### src/rtl/tcdm_bank_adapter.sv
// tcdm_bank_adapter: sits between the crossbar's bank port and a single-port
// SRAM with 1-cycle read latency. A request is granted only when a response
// slot is guaranteed, so the requester can stall responses without losing
// SRAM read data. Each accepted request yields exactly one in-order response.
//
// Response channel handshake: a response transfers on a cycle where
// rsp_valid_o and rsp_ready_i are both 1. Once rsp_valid_o rises it stays
// high, with rsp_rdata_o held stable, until that transfer happens; the
// requester may hold rsp_ready_i low for any number of cycles.
module tcdm_bank_adapter #(
  parameter int unsigned NumWords  = 1024,
  parameter int unsigned RespDepth = 2,
  parameter int unsigned DataWidth = 32,
  localparam int unsigned AddrWidth = $clog2(NumWords),
  localparam int unsigned BeWidth   = DataWidth / 8
) (
  input  logic                 clk_i,
  input  logic                 rst_ni,
  input  logic                 req_i,
  input  logic [AddrWidth-1:0] addr_i,
  input  logic                 wen_i,
  input  logic [DataWidth-1:0] wdata_i,
  input  logic [BeWidth-1:0]   be_i,
  output logic                 gnt_o,
  output logic                 rsp_valid_o,
  input  logic                 rsp_ready_i,
  output logic [DataWidth-1:0] rsp_rdata_o,
  output logic                 sram_req_o,
  output logic                 sram_we_o,
  output logic [AddrWidth-1:0] sram_addr_o,
  output logic [DataWidth-1:0] sram_wdata_o,
  output logic [BeWidth-1:0]   sram_be_o,
  input  logic [DataWidth-1:0] sram_rdata_i
);

  localparam int unsigned CntW = $clog2(RespDepth + 1);
  localparam int unsigned PtrW = (RespDepth > 1) ? $clog2(RespDepth) : 1;
  localparam logic [CntW:0]   DepthOcc = (CntW + 1)'(RespDepth);
  localparam logic [PtrW-1:0] PtrLast  = PtrW'(RespDepth - 1);

  logic [CntW-1:0]      fifo_count_q, fifo_count_d;
  logic [PtrW-1:0]      wr_ptr_q, wr_ptr_d;
  logic [PtrW-1:0]      rd_ptr_q, rd_ptr_d;
  logic                 inflight_q, inflight_d;
  logic                 inflight_is_write_q, inflight_is_write_d;
  logic [DataWidth-1:0] fifo_mem_q [RespDepth];
  logic [DataWidth-1:0] fifo_mem_d [RespDepth];

  logic [CntW:0]        occupancy;
  logic                 fifo_empty;
  logic                 push;
  logic                 pop;
  logic [DataWidth-1:0] inflight_data;

  // Grant only when a response slot is free; a same-cycle pop is ignored
  // on purpose so the grant never depends on rsp_ready_i.
  always_comb begin
    occupancy     = {1'b0, fifo_count_q} + {{CntW{1'b0}}, inflight_q};
    fifo_empty    = (fifo_count_q == '0);
    gnt_o         = req_i & rst_ni & (occupancy < DepthOcc);
    inflight_data = inflight_is_write_q ? '0 : sram_rdata_i;
    // An in-flight response bypasses the FIFO only if it is consumed at once.
    push          = inflight_q & ~(fifo_empty & rsp_ready_i);
    pop           = ~fifo_empty & rsp_ready_i;
  end

  // SRAM is driven straight from the request; the strobe is the grant.
  always_comb begin
    sram_req_o   = gnt_o;
    sram_we_o    = wen_i;
    sram_addr_o  = addr_i;
    sram_wdata_o = wdata_i;
    sram_be_o    = be_i;
  end

  // Response side: FIFO head first, otherwise fall through the in-flight data.
  always_comb begin
    rsp_valid_o = rst_ni & (~fifo_empty | inflight_q);
    if (!fifo_empty) begin
      rsp_rdata_o = fifo_mem_q[rd_ptr_q];
    end else if (inflight_q) begin
      rsp_rdata_o = inflight_data;
    end else begin
      rsp_rdata_o = '0;
    end
  end

  // Next-state for the accept register, FIFO pointers, count and storage.
  always_comb begin
    inflight_d          = gnt_o;
    inflight_is_write_d = gnt_o ? wen_i : inflight_is_write_q;
    fifo_count_d        = fifo_count_q;
    wr_ptr_d            = wr_ptr_q;
    rd_ptr_d            = rd_ptr_q;
    fifo_mem_d          = fifo_mem_q;
    if (push) begin
      fifo_mem_d[wr_ptr_q] = inflight_data;
      wr_ptr_d = (wr_ptr_q == PtrLast) ? '0 : wr_ptr_q + PtrW'(1);
    end
    if (pop) begin
      rd_ptr_d = (rd_ptr_q == PtrLast) ? '0 : rd_ptr_q + PtrW'(1);
    end
    if (push && !pop) begin
      fifo_count_d = fifo_count_q + CntW'(1);
    end else if (!push && pop) begin
      fifo_count_d = fifo_count_q - CntW'(1);
    end
  end

  // Control state clears on reset; queued and in-flight responses are dropped.
  always_ff @(posedge clk_i) begin
    if (!rst_ni) begin
      fifo_count_q        <= '0;
      wr_ptr_q            <= '0;
      rd_ptr_q            <= '0;
      inflight_q          <= 1'b0;
      inflight_is_write_q <= 1'b0;
    end else begin
      fifo_count_q        <= fifo_count_d;
      wr_ptr_q            <= wr_ptr_d;
      rd_ptr_q            <= rd_ptr_d;
      inflight_q          <= inflight_d;
      inflight_is_write_q <= inflight_is_write_d;
    end
  end

  // Response storage needs no reset: an entry is only read after being pushed.
  always_ff @(posedge clk_i) begin
    fifo_mem_q <= fifo_mem_d;
  end

endmodule

### config.mk
export PLATFORM = sky130hd
export DESIGN_NAME = tcdm_bank_adapter
export DESIGN_NICKNAME = d
export VERILOG_FILES = /design/src/rtl/tcdm_bank_adapter.sv
export SDC_FILE = /design/constraint.sdc
export NUM_CORES = 1
export LEC_CHECK = 0
export CORE_UTILIZATION = 45
export DETAILED_ROUTE_END_ITERATION = 8
export PLACE_DENSITY = 0.86
export SYNTH_ARGS = -nofsm -noshare
export SYNTH_HDL_FRONTEND = slang
export SYNTH_SLANG_ARGS = --single-unit
### constraint.sdc
create_clock -name clk_i -period 6.8 [get_ports clk_i]
set_input_delay 2.04 -clock clk_i [delete_from_list [all_inputs] [get_ports clk_i]]
set_output_delay 2.04 -clock clk_i [all_outputs]
set_load 0.02 [all_outputs]
==> metrics.md, run 1 <==
| Metric | Value |
|---|---|
| Status | `complete, no violations` |
| H-tree depth | `3` |
| Netlist cell types | `31` |
| CTS sink cnt | `70` |
| CP endpoint kind | `output port` |
| Reg clk slew, reported paths | `0.07 ns` |
| Share of layout cells above drive strength 1 | `7.21%` |
| Hold Vio Cnt, Final | `0` |
| LEAKAGE | `1.33 nW` |
| Dominant cell type by area after synthesis | `edfxtp_1` |
| Number of synthesized flops with an enable pin | `64` |
| Sequential area share after synthesis | `57.3%` |
| Hold Buf Count CTS | `0` |
| Filler cells | `670` |
| Pwr/cell area | `roughly 220 nW/um^2` |
| CTS tree | `done` |
| Critical Path RT | `about 4.8 ns` |
| Slew Limit Fails | `0` |
| ANT cells | `0` |
| Global-route wire length before repair | `roughly 11000 um` |
| Antenna violations before repair | `0` |
| Cells on worst reg2reg path | `4` |
| FF+latch area | `2040 um^2` |
| Grt ovf | `0` |
| Vias in the first global route | `2257` |
| Netlist Area Pre-Place | `3570 um^2` |
| Synth async-reset ratio | `0%` |
| Final Non-Filler Cells | `between 400 and 500` |
| Mapped Nets | `376` |
| Full die area | `8280 um^2` |
| Post-cts resize count | `0` |
| Hold WC Path Type | `reg2reg` |
| Top-Level Pins | `165` |
| Clock buffer depth | `2` |
| Core footprint | `7690 um^2` |
| Total GRT Usage | `16.5%` |
| Vias per cell | `5.20` |
| Total CTS buffers | `9` |
| Synth-to-Final Area Change | `16.3%` |
| Max-slew headroom | `16.3%` |
| Share of Yosys cell area claimed by the top area cell type | `about 54%` |
| Most common cell after layout, fill and taps aside | `clkdlybuf4s50_1` |
| DRC violations left | `0` |
| Final ANT Viol Nets | `0` |
| Hold_sp | `wr_ptr_q$_SDFFE_PN0P_` |
| CTS Root Cell | `clkbuf_8` |
| Most frequent cells in the layout | `clkdlybuf4s50_1, edfxtp_1, nand3_1, mux2i_1, o21ai_1` |
| Worst Setup SP | `sram_rdata_i[10]` |
| Placed cells | `405` |
| Worst-Margin Slew | `1.25 ns` |
| Buffers on Ports | `72` |
| Final setup violation count | `0` |
| Post-Route Setup TNS | `0 ns` |
| Final hold slack | `0.620 ns` |
| Chip height | `between 90 and 100 um` |
| Mapped Cells | `~290` |
| Top_reg_cell synth | `edfxtp_1` |
| RR Startpoint | `inflight_q$_SDFF_PN0_` |
| Hold path depth | `2` |
| Post-DP HPWL | `about 4200 um` |
| Final wirelength | `6470 um` |
| Unrepaired setup endpoints after global routing | `false` |
| Final Wtd Congestion | `0.719` |
| Post-CTS Setup Bufs | `0` |
| PnR worst setup slack | `1.19 ns` |
| Max Fclk | `between 0.15 and 0.2 GHz` |
| Final period utilization | `82.5%` |
| # nets final | `slightly below 400` |
| Setup Skew | `between 0.006 and 0.007 ns` |
| Initial Utilization | `46.4%` |
| Max FO, Critical Path | `3` |
| Multi-input logic area | `1030 um^2` |
| Pwr Total | `0.000920 W` |
| Largest cells by area after synthesis | `edfxtp_1, buf_4, mux2i_1` |
| Path type of the worst setup path | `in2out` |
| Horiz. Die Dim | `91.0 um` |
| TritonRoute pass-1 iters | `4` |
| Largest net degree at the start of global routing | `36` |
| Initial DRC Count | `90` |
| CP startpoint kind | `input pin` |
| Via count | `2191` |
| Post-Place Worst Slack | `1.17 ns` |
| Synthesized area per cell | `around 12 um^2` |
| Wirelength per Cell | `~15 um` |
| Max-capacitance violation count | `0` |
| Clock Latency Late Sink | `0.33 ns` |
| Synthesis warning total | `0` |
| Peak supply drop | `117 uV` |
| Critical Path AT | `3.57 ns` |
| Row cnt | `32` |
| Final worst path period need | `roughly 5.6 ns` |
| Number of synthesized register bits | `70` |
## area by class of cell
cell class / instances / area share [%]
clock buffer: 15 / 4.01
clock inverter: 1 / 0.121
inverter: 4 / 0.362
multi-input combinational: 152 / 24.9
sequential: 70 / 49.3
tap: 102 / 3.08
timing repair buffer: 77 / 18.3
## Yosys cell counts, types with 3 or more instances
master,number
edfxtp_1,64
buf_4,51
nand3_1,33
mux2i_1,32
o21ai_1,30
nor2b_1,26
and2b_1,8
dfxtp_1,6
buf_2,5
buf_6,5
inv_1,4
o21a_1,3
o21ai_0,3
## critical path: stages
cell	delay, ns
clkdlybuf4s50_1	0.46
nor2b_1	0.20
nand3_1	0.11
o21ai_0	0.13
clkdlybuf4s50_1	0.63
## worst paths after layout
check	to	slack (ns)
hold reg to reg	wr_ptr_q$_SDFFE_PN0P_	0.62
hold / removal	wr_ptr_q$_SDFFE_PN0P_	0.62
setup reg to reg	fifo_mem_q[54]$_DFFE_PP_	4.57
setup / recovery	rsp_rdata_o[10]	1.19
## per-layer routing
metal | vias up | global-route usage [%] | share of wire (%)
met2 | 69 | 28.2 | 51
met3 | 17 | 4.77 | 5.6
met4 | 0 | 7.41 | 1.6
li1 | 1047 | - | -
met5 | - | 0 | 0
met1 | 1058 | 19.3 | 42
## power breakdown
group,switching [W],internal [W],leakage (nW)
clock network,0.000140,0.000153,0.0877
registers,0.0000128,0.000484,0.635
logic,0.0000635,0.0000667,0.604
total,0.000216,0.000704,1.33
## per-stage QoR
step	cell area, um^2	utilization, %
final	4150	54.0
after global routing	4150	54.0
after global placement	3980	51.7
after CTS	4150	54.0
after floorplan	3570	-
after detailed placement	3980	51.7
## logic make-up after synthesis
family / after synthesis / share of synthesized area (%)
DFF: 70 / 57.3
buffers and inverters: 71 / 14.2
muxes: 32 / 8.98
and+or+nand+nor: 77 / 12.8
AOI/OAI and AO/OA: 42 / 6.53
xor gates and xnor gates: 1 / 0.246
## flip-flops by register name, summed over array words and instances (netlist names)
name and flops:
fifo_mem_q 64, fifo_count_q 2, inflight_is_write_q 1, inflight_q 1
rd_ptr_q 1, wr_ptr_q 1
(Power assumes the default switching activity.)
==> run 2: changes to the inputs <==
CORE_UTILIZATION = 38   (was 45)
PLACE_DENSITY = 0.78   (was 0.86)
clock period = 4.55 ns   (was 6.8 ns; I/O delays follow)
==> run 2 against run 1 <==
Net effect:
- non-clock buffer count grew 3
- hold slack lost 0.0069 ns
- sequential share of layout area shrank 0.62 points
- first-iteration DRC count shrank 16%
- highest routed layer unchanged
- flip-flop and latch count is the same
- sequential power grew 48%
- largest power group unchanged
==> metrics.md, run 2 (synthesis gave the netlist of run 1 again) <==
| Metric | Value |
|---|---|
| Antenna violations before repair | `0 (unchanged)` |
| Grt met2 use | `26.3% (-1.9 points)` |
| Unrepaired setup endpoints after global routing | `false` |
| Buffers on Ports | `72 (unchanged)` |
| CTS tree | `done` |
| Row cnt | `34 (+6.3%)` |
| Placed cells | `414 (+2.2%)` |
| Number of flip-flops in the largest register | `64 (unchanged)` |
| Final wirelength | `6820 um (+5.4%)` |
| Design area | `4200 um^2 (+1.3%)` |
| Post-Place Worst Slack | `0.274 ns (-0.895 ns)` |
| LEAKAGE | `1.36 nW (+2.4%)` |
| Vias in the first global route | `2278 (+0.93%)` |
| Final setup violation count | `0 (unchanged)` |
| RR Startpoint | `inflight_q$_SDFF_PN0_` |
| Max-slew headroom | `51.7% (+35 points)` |
| CP endpoint | `rsp_rdata_o[14]` |
| Max-capacitance violation count | `0 (unchanged)` |
| Full die area | `9780 um^2 (+18%)` |
| Status | `complete, no violations` |
| Most Crowded Layer GR | `met2` |
| Flop pwr share | `52.4% (-1.6 points)` |
| Reg clk slew, reported paths | `0.07 ns (about the same)` |
| Via count | `2195 (+0.18%)` |
| Chip height | `98.9 um (+8.6%)` |
| Initial Utilization | `40.1% (-6.3 points)` |
| CTS sink cnt | `70 (unchanged)` |
| Largest net degree at the start of global routing | `34 (-5.6%)` |
| Slew Limit Fails | `0 (unchanged)` |
| Worst Setup SP | `sram_rdata_i[14]` |
| Total GRT Usage | `14.7% (-1.8 points)` |
| Wirelength per Cell | `15.9 um (+3.2%)` |
| Max FO, Critical Path | `3 (unchanged)` |
| Vias per cell | `5.10 (-1.9%)` |
| Top-Level Pins | `165 (unchanged)` |
| Grt ovf | `0 (unchanged)` |
| Post-Place Cell Area | `4020 um^2 (+1.1%)` |
| Horiz. Die Dim | `98.9 um (+8.6%)` |
| Met3 usage in global routing | `3.83% (-0.94 points)` |
| Clock power frac | `33.2% (+1.4 points)` |
| Path type of the worst setup path | `in2out` |
| Setup Skew | `0.00901 ns (+0.00212 ns)` |
| Most frequent cells in the layout | `clkdlybuf4s50_1, edfxtp_1, nand3_1, mux2i_1, o21ai_1` |
| Final Non-Filler Cells | `430 (+2.1%)` |
| Total CTS buffers | `9 (unchanged)` |
| Clock buffer depth | `2 (unchanged)` |
| Post-Route Setup TNS | `0 ns (unchanged)` |
| Share of layout cells above drive strength 1 | `8.70% (+1.5 points)` |
| Reg-to-Reg End | `fifo_mem_q[52]$_DFFE_PP_` |
| ANT cells | `0 (unchanged)` |
| Most common cell after layout, fill and taps aside | `clkdlybuf4s50_1` |
| Critical Path RT | `3.18 ns (-1.58 ns)` |
| Final worst path period need | `4.27 ns` |
| Synth-to-Final Area Change | `17.8%` |
| Worst-Margin Slew | `0.723 ns (-0.531 ns)` |
| Initial DRC Count | `76 (-16%)` |
| Max Fclk | `0.234 GHz` |
| Clock Latency Late Sink | `0.34 ns (about the same)` |
| # nets final | `400 (+0.76%)` |
| Hold Buf Count CTS | `0 (unchanged)` |
| Switch Pwr | `0.000334 W (+54%)` |
| Post-DP HPWL | `4560 um (+9.4%)` |
| Top reg by flops | `fifo_mem_q` |
| Hold_sp | `wr_ptr_q$_SDFFE_PN0P_` |
| Met1 Use GR | `16.3% (-3.0 points)` |
| DRC violations left | `0 (unchanged)` |
| Net Sw Frac | `23.7% (+0.17 points)` |
| H-tree depth | `3 (unchanged)` |
| Final Wtd Congestion | `0.691 (-3.9%)` |
| Pwr/cell area | `335 nW/um^2 (+51%)` |
| Post-cts resize count | `0 (unchanged)` |
| Global-route wire length before repair | `11000 um (+2.7%)` |
| TritonRoute pass-1 iters | `4 (unchanged)` |
| Post-CTS Setup Bufs | `0 (unchanged)` |
| Logic gate share of total power | `14.5% (+0.3 points)` |
| Top flop regs | `fifo_mem_q: 64 flops, fifo_count_q: 2 flops` |
| CTS Root Cell | `clkbuf_8` |
| Hold Vio Cnt, Final | `0 (unchanged)` |
| Peak supply drop | `142 uV (+22%)` |
| Final ANT Viol Nets | `0 (unchanged)` |
| CP endpoint kind | `output port` |
| Critical Path AT | `2.91 ns (-0.66 ns)` |
| Core footprint | `8890 um^2 (+16%)` |
| PnR worst setup slack | `0.275 ns (-0.913 ns)` |
| Final period utilization | `94.0%` |
| Reg2reg setup slack | `2.27 ns (-2.30 ns)` |
| Filler cells | `826 (+23%)` |
| Internal | `0.00108 W (+53%)` |
| Pwr Total | `0.00141 W (+53%)` |
| Hold WC Path Type | `reg2reg` |
| Cells on worst reg2reg path | `4 (unchanged)` |
| CP startpoint kind | `input pin` |
[run 2: cell count changes in the layout (fill, tap and decap cells not counted)]
cell | before | now
buf_12 | 0 | 1
buf_4 | 5 | 7
bufinv_16 | 0 | 1
clkbuf_1 | 4 | 2
clkbuf_8 | 11 | 9
clkinv_2 | 1 | 4
[run 2: through the flow]
step | hold slack, ns | util (%)
finish | 0.613 | 47.2
global route | 0.656 | 47.2
CTS | 0.622 | 47.2
detailed placement | 0.606 | 45.2
global placement | 0.579 | 45.2
floorplan | 0.546 | -
[run 2: how the worst min path moves through the flow]
| stage | depth (start not counted) | to | slack [ns] |
|---|---|---|---|
| 6_report | 2 | wr_ptr_q$_SDFFE_PN0P_ | 0.61 |
| 3_3_place_gp | 2 | wr_ptr_q$_SDFFE_PN0P_ | 0.58 |
| 2_1_floorplan | 2 | wr_ptr_q$_SDFFE_PN0P_ | 0.55 |
| 4_1_cts | 2 | wr_ptr_q$_SDFFE_PN0P_ | 0.62 |
| 5_1_grt | 2 | wr_ptr_q$_SDFFE_PN0P_ | 0.66 |
| 3_5_place_dp | 2 | wr_ptr_q$_SDFFE_PN0P_ | 0.61 |
[run 2: final cells by class]
class                           count  area [um^2]  area share (%)
Clock inverter                      5         50.0            1.19
Timing Repair Buffer               80          793            18.9
Multi-Input combinational cell    152         1030            24.6
Sequential cell                    70         2040            48.6
Clock buffer                       11          131            3.13
Inverter                            4         15.0           0.357
Tap cell                          108          135            3.22
[run 2: routing by layer]
layer	vias to the layer above	wire, um
met2	70	3520
met3	17	347
met4	0	112
met1	1055	2840
met5	-	0
li1	1053	-
[run 2: worst max-delay path, stage by stage]
cell and delay [ns]:
clkdlybuf4s50_1 0.45, nor2b_1 0.25, nand3_1 0.11, o21ai_1 0.12, clkdlybuf4s50_1 0.61
[run 2: power by group through the flow]
stage	registers, W	logic (W)	clock network (W)
floorplan	0.000742	0.000182	0
global placement	0.000752	0.000201	0
detailed placement	0.000753	0.000206	0
CTS	0.000739	0.000207	0.000484
global route	0.000740	0.000221	0.000507
finish	0.000738	0.000204	0.000467
==> run 3: changes to the inputs <==
CORE_MARGIN = 10   (was unset)
==> run 3 against run 2 <==
Net effect:
- clock-buffer cell count shrank 2
- sequential power barely moved
- clock power grew 26%
- register-to-register slack improved by 0.14 ns
- critical path depth stayed put
- largest cell class unchanged
==> metrics.md, run 3 (synthesis gave the netlist of run 1 again) <==
| Metric | Value |
|---|---|
| Setup Skew | `0.0107 ns (+0.00172 ns)` |
| Grt met2 use | `18.6% (-7.7 points)` |
| Vias per cell | `5.03 (-1.5%)` |
| Chip height | `117 um (+18%)` |
| CP endpoint kind | `output port` |
| Final Wtd Congestion | `0.709 (+2.7%)` |
| Reg clk slew, reported paths | `0.08 ns (about the same)` |
| Initial DRC Count | `82 (+7.9%)` |
| Reg-to-Reg End | `fifo_mem_q[24]$_DFFE_PP_` |
| Total GRT Usage | `11.2% (-3.5 points)` |
| Path type of the worst setup path | `in2out` |
| Hold Vio Cnt, Final | `0 (unchanged)` |
| ANT cells | `0 (unchanged)` |
| Max-slew headroom | `42.1% (-9.5 points)` |
| Post-Route Setup TNS | `0 ns (unchanged)` |
| Max FO, Critical Path | `3 (unchanged)` |
| Post-DP HPWL | `5160 um (+13%)` |
| TritonRoute pass-1 iters | `7 (+3)` |
| Post-cts resize count | `0 (unchanged)` |
| Reg2reg setup slack | `2.41 ns (+0.14 ns)` |
| Hold Path End | `wr_ptr_q$_SDFFE_PN0P_` |
| RR Startpoint | `inflight_q$_SDFF_PN0_` |
| Global-route wire length before repair | `11800 um (+7.1%)` |
| Final wirelength | `7510 um (+10%)` |
| Top reg by flops | `fifo_mem_q` |
| CTS tree | `done` |
| Top flop regs | `fifo_mem_q: 64 flops, fifo_count_q: 2 flops` |
| Post-CTS Setup Bufs | `0 (unchanged)` |
| Unrepaired setup endpoints after global routing | `false` |
| Hold WC Path Type | `reg2reg` |
| Row cnt | `35 (+2.9%)` |
| Net Sw Frac | `22.5% (-1.1 points)` |
| LEAKAGE | `1.37 nW (+0.81%)` |
| Pwr/cell area | `359 nW/um^2 (+7.1%)` |
| Most common cell after layout, fill and taps aside | `clkdlybuf4s50_1` |
| Total CTS buffers | `9 (unchanged)` |
| Slew Limit Fails | `0 (unchanged)` |
| Initial Utilization | `38.8% (-1.3 points)` |
| # nets final | `399 (-0.25%)` |
| Max Fclk | `0.233 GHz (-0.54%)` |
| Met1 Use GR | `12.2% (-4.2 points)` |
| Clock Latency Late Sink | `0.34 ns (about the same)` |
| Filler cells | `852 (+3.1%)` |
| Final ANT Viol Nets | `0 (unchanged)` |
| Hold Buf Count CTS | `0 (unchanged)` |
| Worst Setup SP | `sram_rdata_i[31]` |
| Most Crowded Layer GR | `met2` |
| Most frequent cells in the layout | `clkdlybuf4s50_1, edfxtp_1, nand3_1, mux2i_1, o21ai_1` |
| CTS sink cnt | `70 (unchanged)` |
| CP startpoint kind | `input pin` |
| Number of flip-flops in the largest register | `64 (unchanged)` |
| Flop pwr share | `48.1% (-4.3 points)` |
| Buffers on Ports | `72 (unchanged)` |
| Full die area | `13700 um^2 (+40%)` |
| Final worst path period need | `4.30 ns (+0.0234 ns)` |
| Critical Path RT | `3.18 ns (about the same)` |
| Share of layout cells above drive strength 1 | `8.41% (-0.28 points)` |
| H-tree depth | `3 (unchanged)` |
| CTS Root Cell | `clkbuf_8` |
| Status | `complete, no violations` |
| Top-Level Pins | `165 (unchanged)` |
| Via count | `2173 (-1.0%)` |
| Cells on worst reg2reg path | `3 (-1)` |
| Largest net degree at the start of global routing | `44 (+29%)` |
| Clock buffer depth | `2 (unchanged)` |
| Max-capacitance violation count | `0 (unchanged)` |
| Final period utilization | `94.5% (+0.51 points)` |
| Hold path depth | `2 (unchanged)` |
| Switch Pwr | `0.000345 W (+3.4%)` |
| Synth-to-Final Area Change | `19.6%` |
| Final setup violation count | `0 (unchanged)` |
| Worst-Margin Slew | `0.867 ns (+0.144 ns)` |
| Grt ovf | `0 (unchanged)` |
| Logic gate share of total power | `13.5% (-1.0 points)` |
| Vias in the first global route | `2244 (-1.5%)` |
| DRC violations left | `0 (unchanged)` |
| Antenna violations before repair | `0 (unchanged)` |
| Internal | `0.00119 W (+10%)` |
| Met3 usage in global routing | `5.35% (+1.5 points)` |
| Clock power frac | `38.4% (+5.2 points)` |
| Design area | `4260 um^2 (+1.5%)` |
| Peak supply drop | `119 uV (-16%)` |
| Hold_sp | `wr_ptr_q$_SDFFE_PN0P_` |
| Wirelength per Cell | `17.4 um (+9.7%)` |
| Core footprint | `9200 um^2 (+3.4%)` |
| Post-Place Cell Area | `4030 um^2 (+0.22%)` |
| Critical Path AT | `2.93 ns (+0.02 ns)` |
| Final hold slack | `0.634 ns (+0.0201 ns)` |
| Horiz. Die Dim | `117 um (+18%)` |
[run 3: power groups by stage]
stage	logic, W	registers, W	clock network, W
floorplan	0.000182	0.000742	0
global placement	0.000206	0.000751	0
detailed placement	0.000210	0.000752	0
CTS	0.000211	0.000737	0.000605
global route	0.000225	0.000739	0.000634
finish	0.000207	0.000737	0.000588
[run 3: cell type report]
class	instances	area [um^2]	share of cell area [%]
clock inverter	7	113	2.64
multi-input combinational	152	1030	24.2
timing repair buffer	79	798	18.7
clock buffer	9	124	2.90
inverter	4	15.0	0.352
tap	111	139	3.26
sequential	70	2040	47.9
[run 3: worst max-delay path by stage]
stage | to | slack [ns]
floorplan | fifo_mem_q[0]$_DFFE_PP_ | 0.15
global placement | rsp_rdata_o[15] | 0.23
detailed placement | rsp_rdata_o[15] | 0.24
CTS | rsp_rdata_o[31] | 0.24
global route | rsp_rdata_o[31] | 0.17
finish | rsp_rdata_o[31] | 0.25
[run 3: through the flow]
stage / total power [W] / util, % / worst slack (ns) / cells
4_1_cts: 0.00155 / 46.4 / 0.240 / 432
5_1_grt: 0.00160 / 46.4 / 0.169 / 432
3_5_place_dp: 0.000962 / 43.8 / 0.239 / 416
2_1_floorplan: 0.000923 / - / 0.149 / 293
6_report: 0.00153 / 46.4 / 0.252 / 432
3_3_place_gp: 0.000957 / 43.8 / 0.230 / 416
[run 3: routing by layer]
metal	vias up	part of all wire [%]
met4	0	1.2
met1	1021	40
met5	-	0
met2	82	50
li1	1053	-
met3	17	9.3
[run 3: critical path: stages]
cell	delay, ns
clkdlybuf4s50_1	0.46
nor2b_1	0.21
nand3_1	0.10
o21ai_1	0.16
clkdlybuf4s50_1	0.63
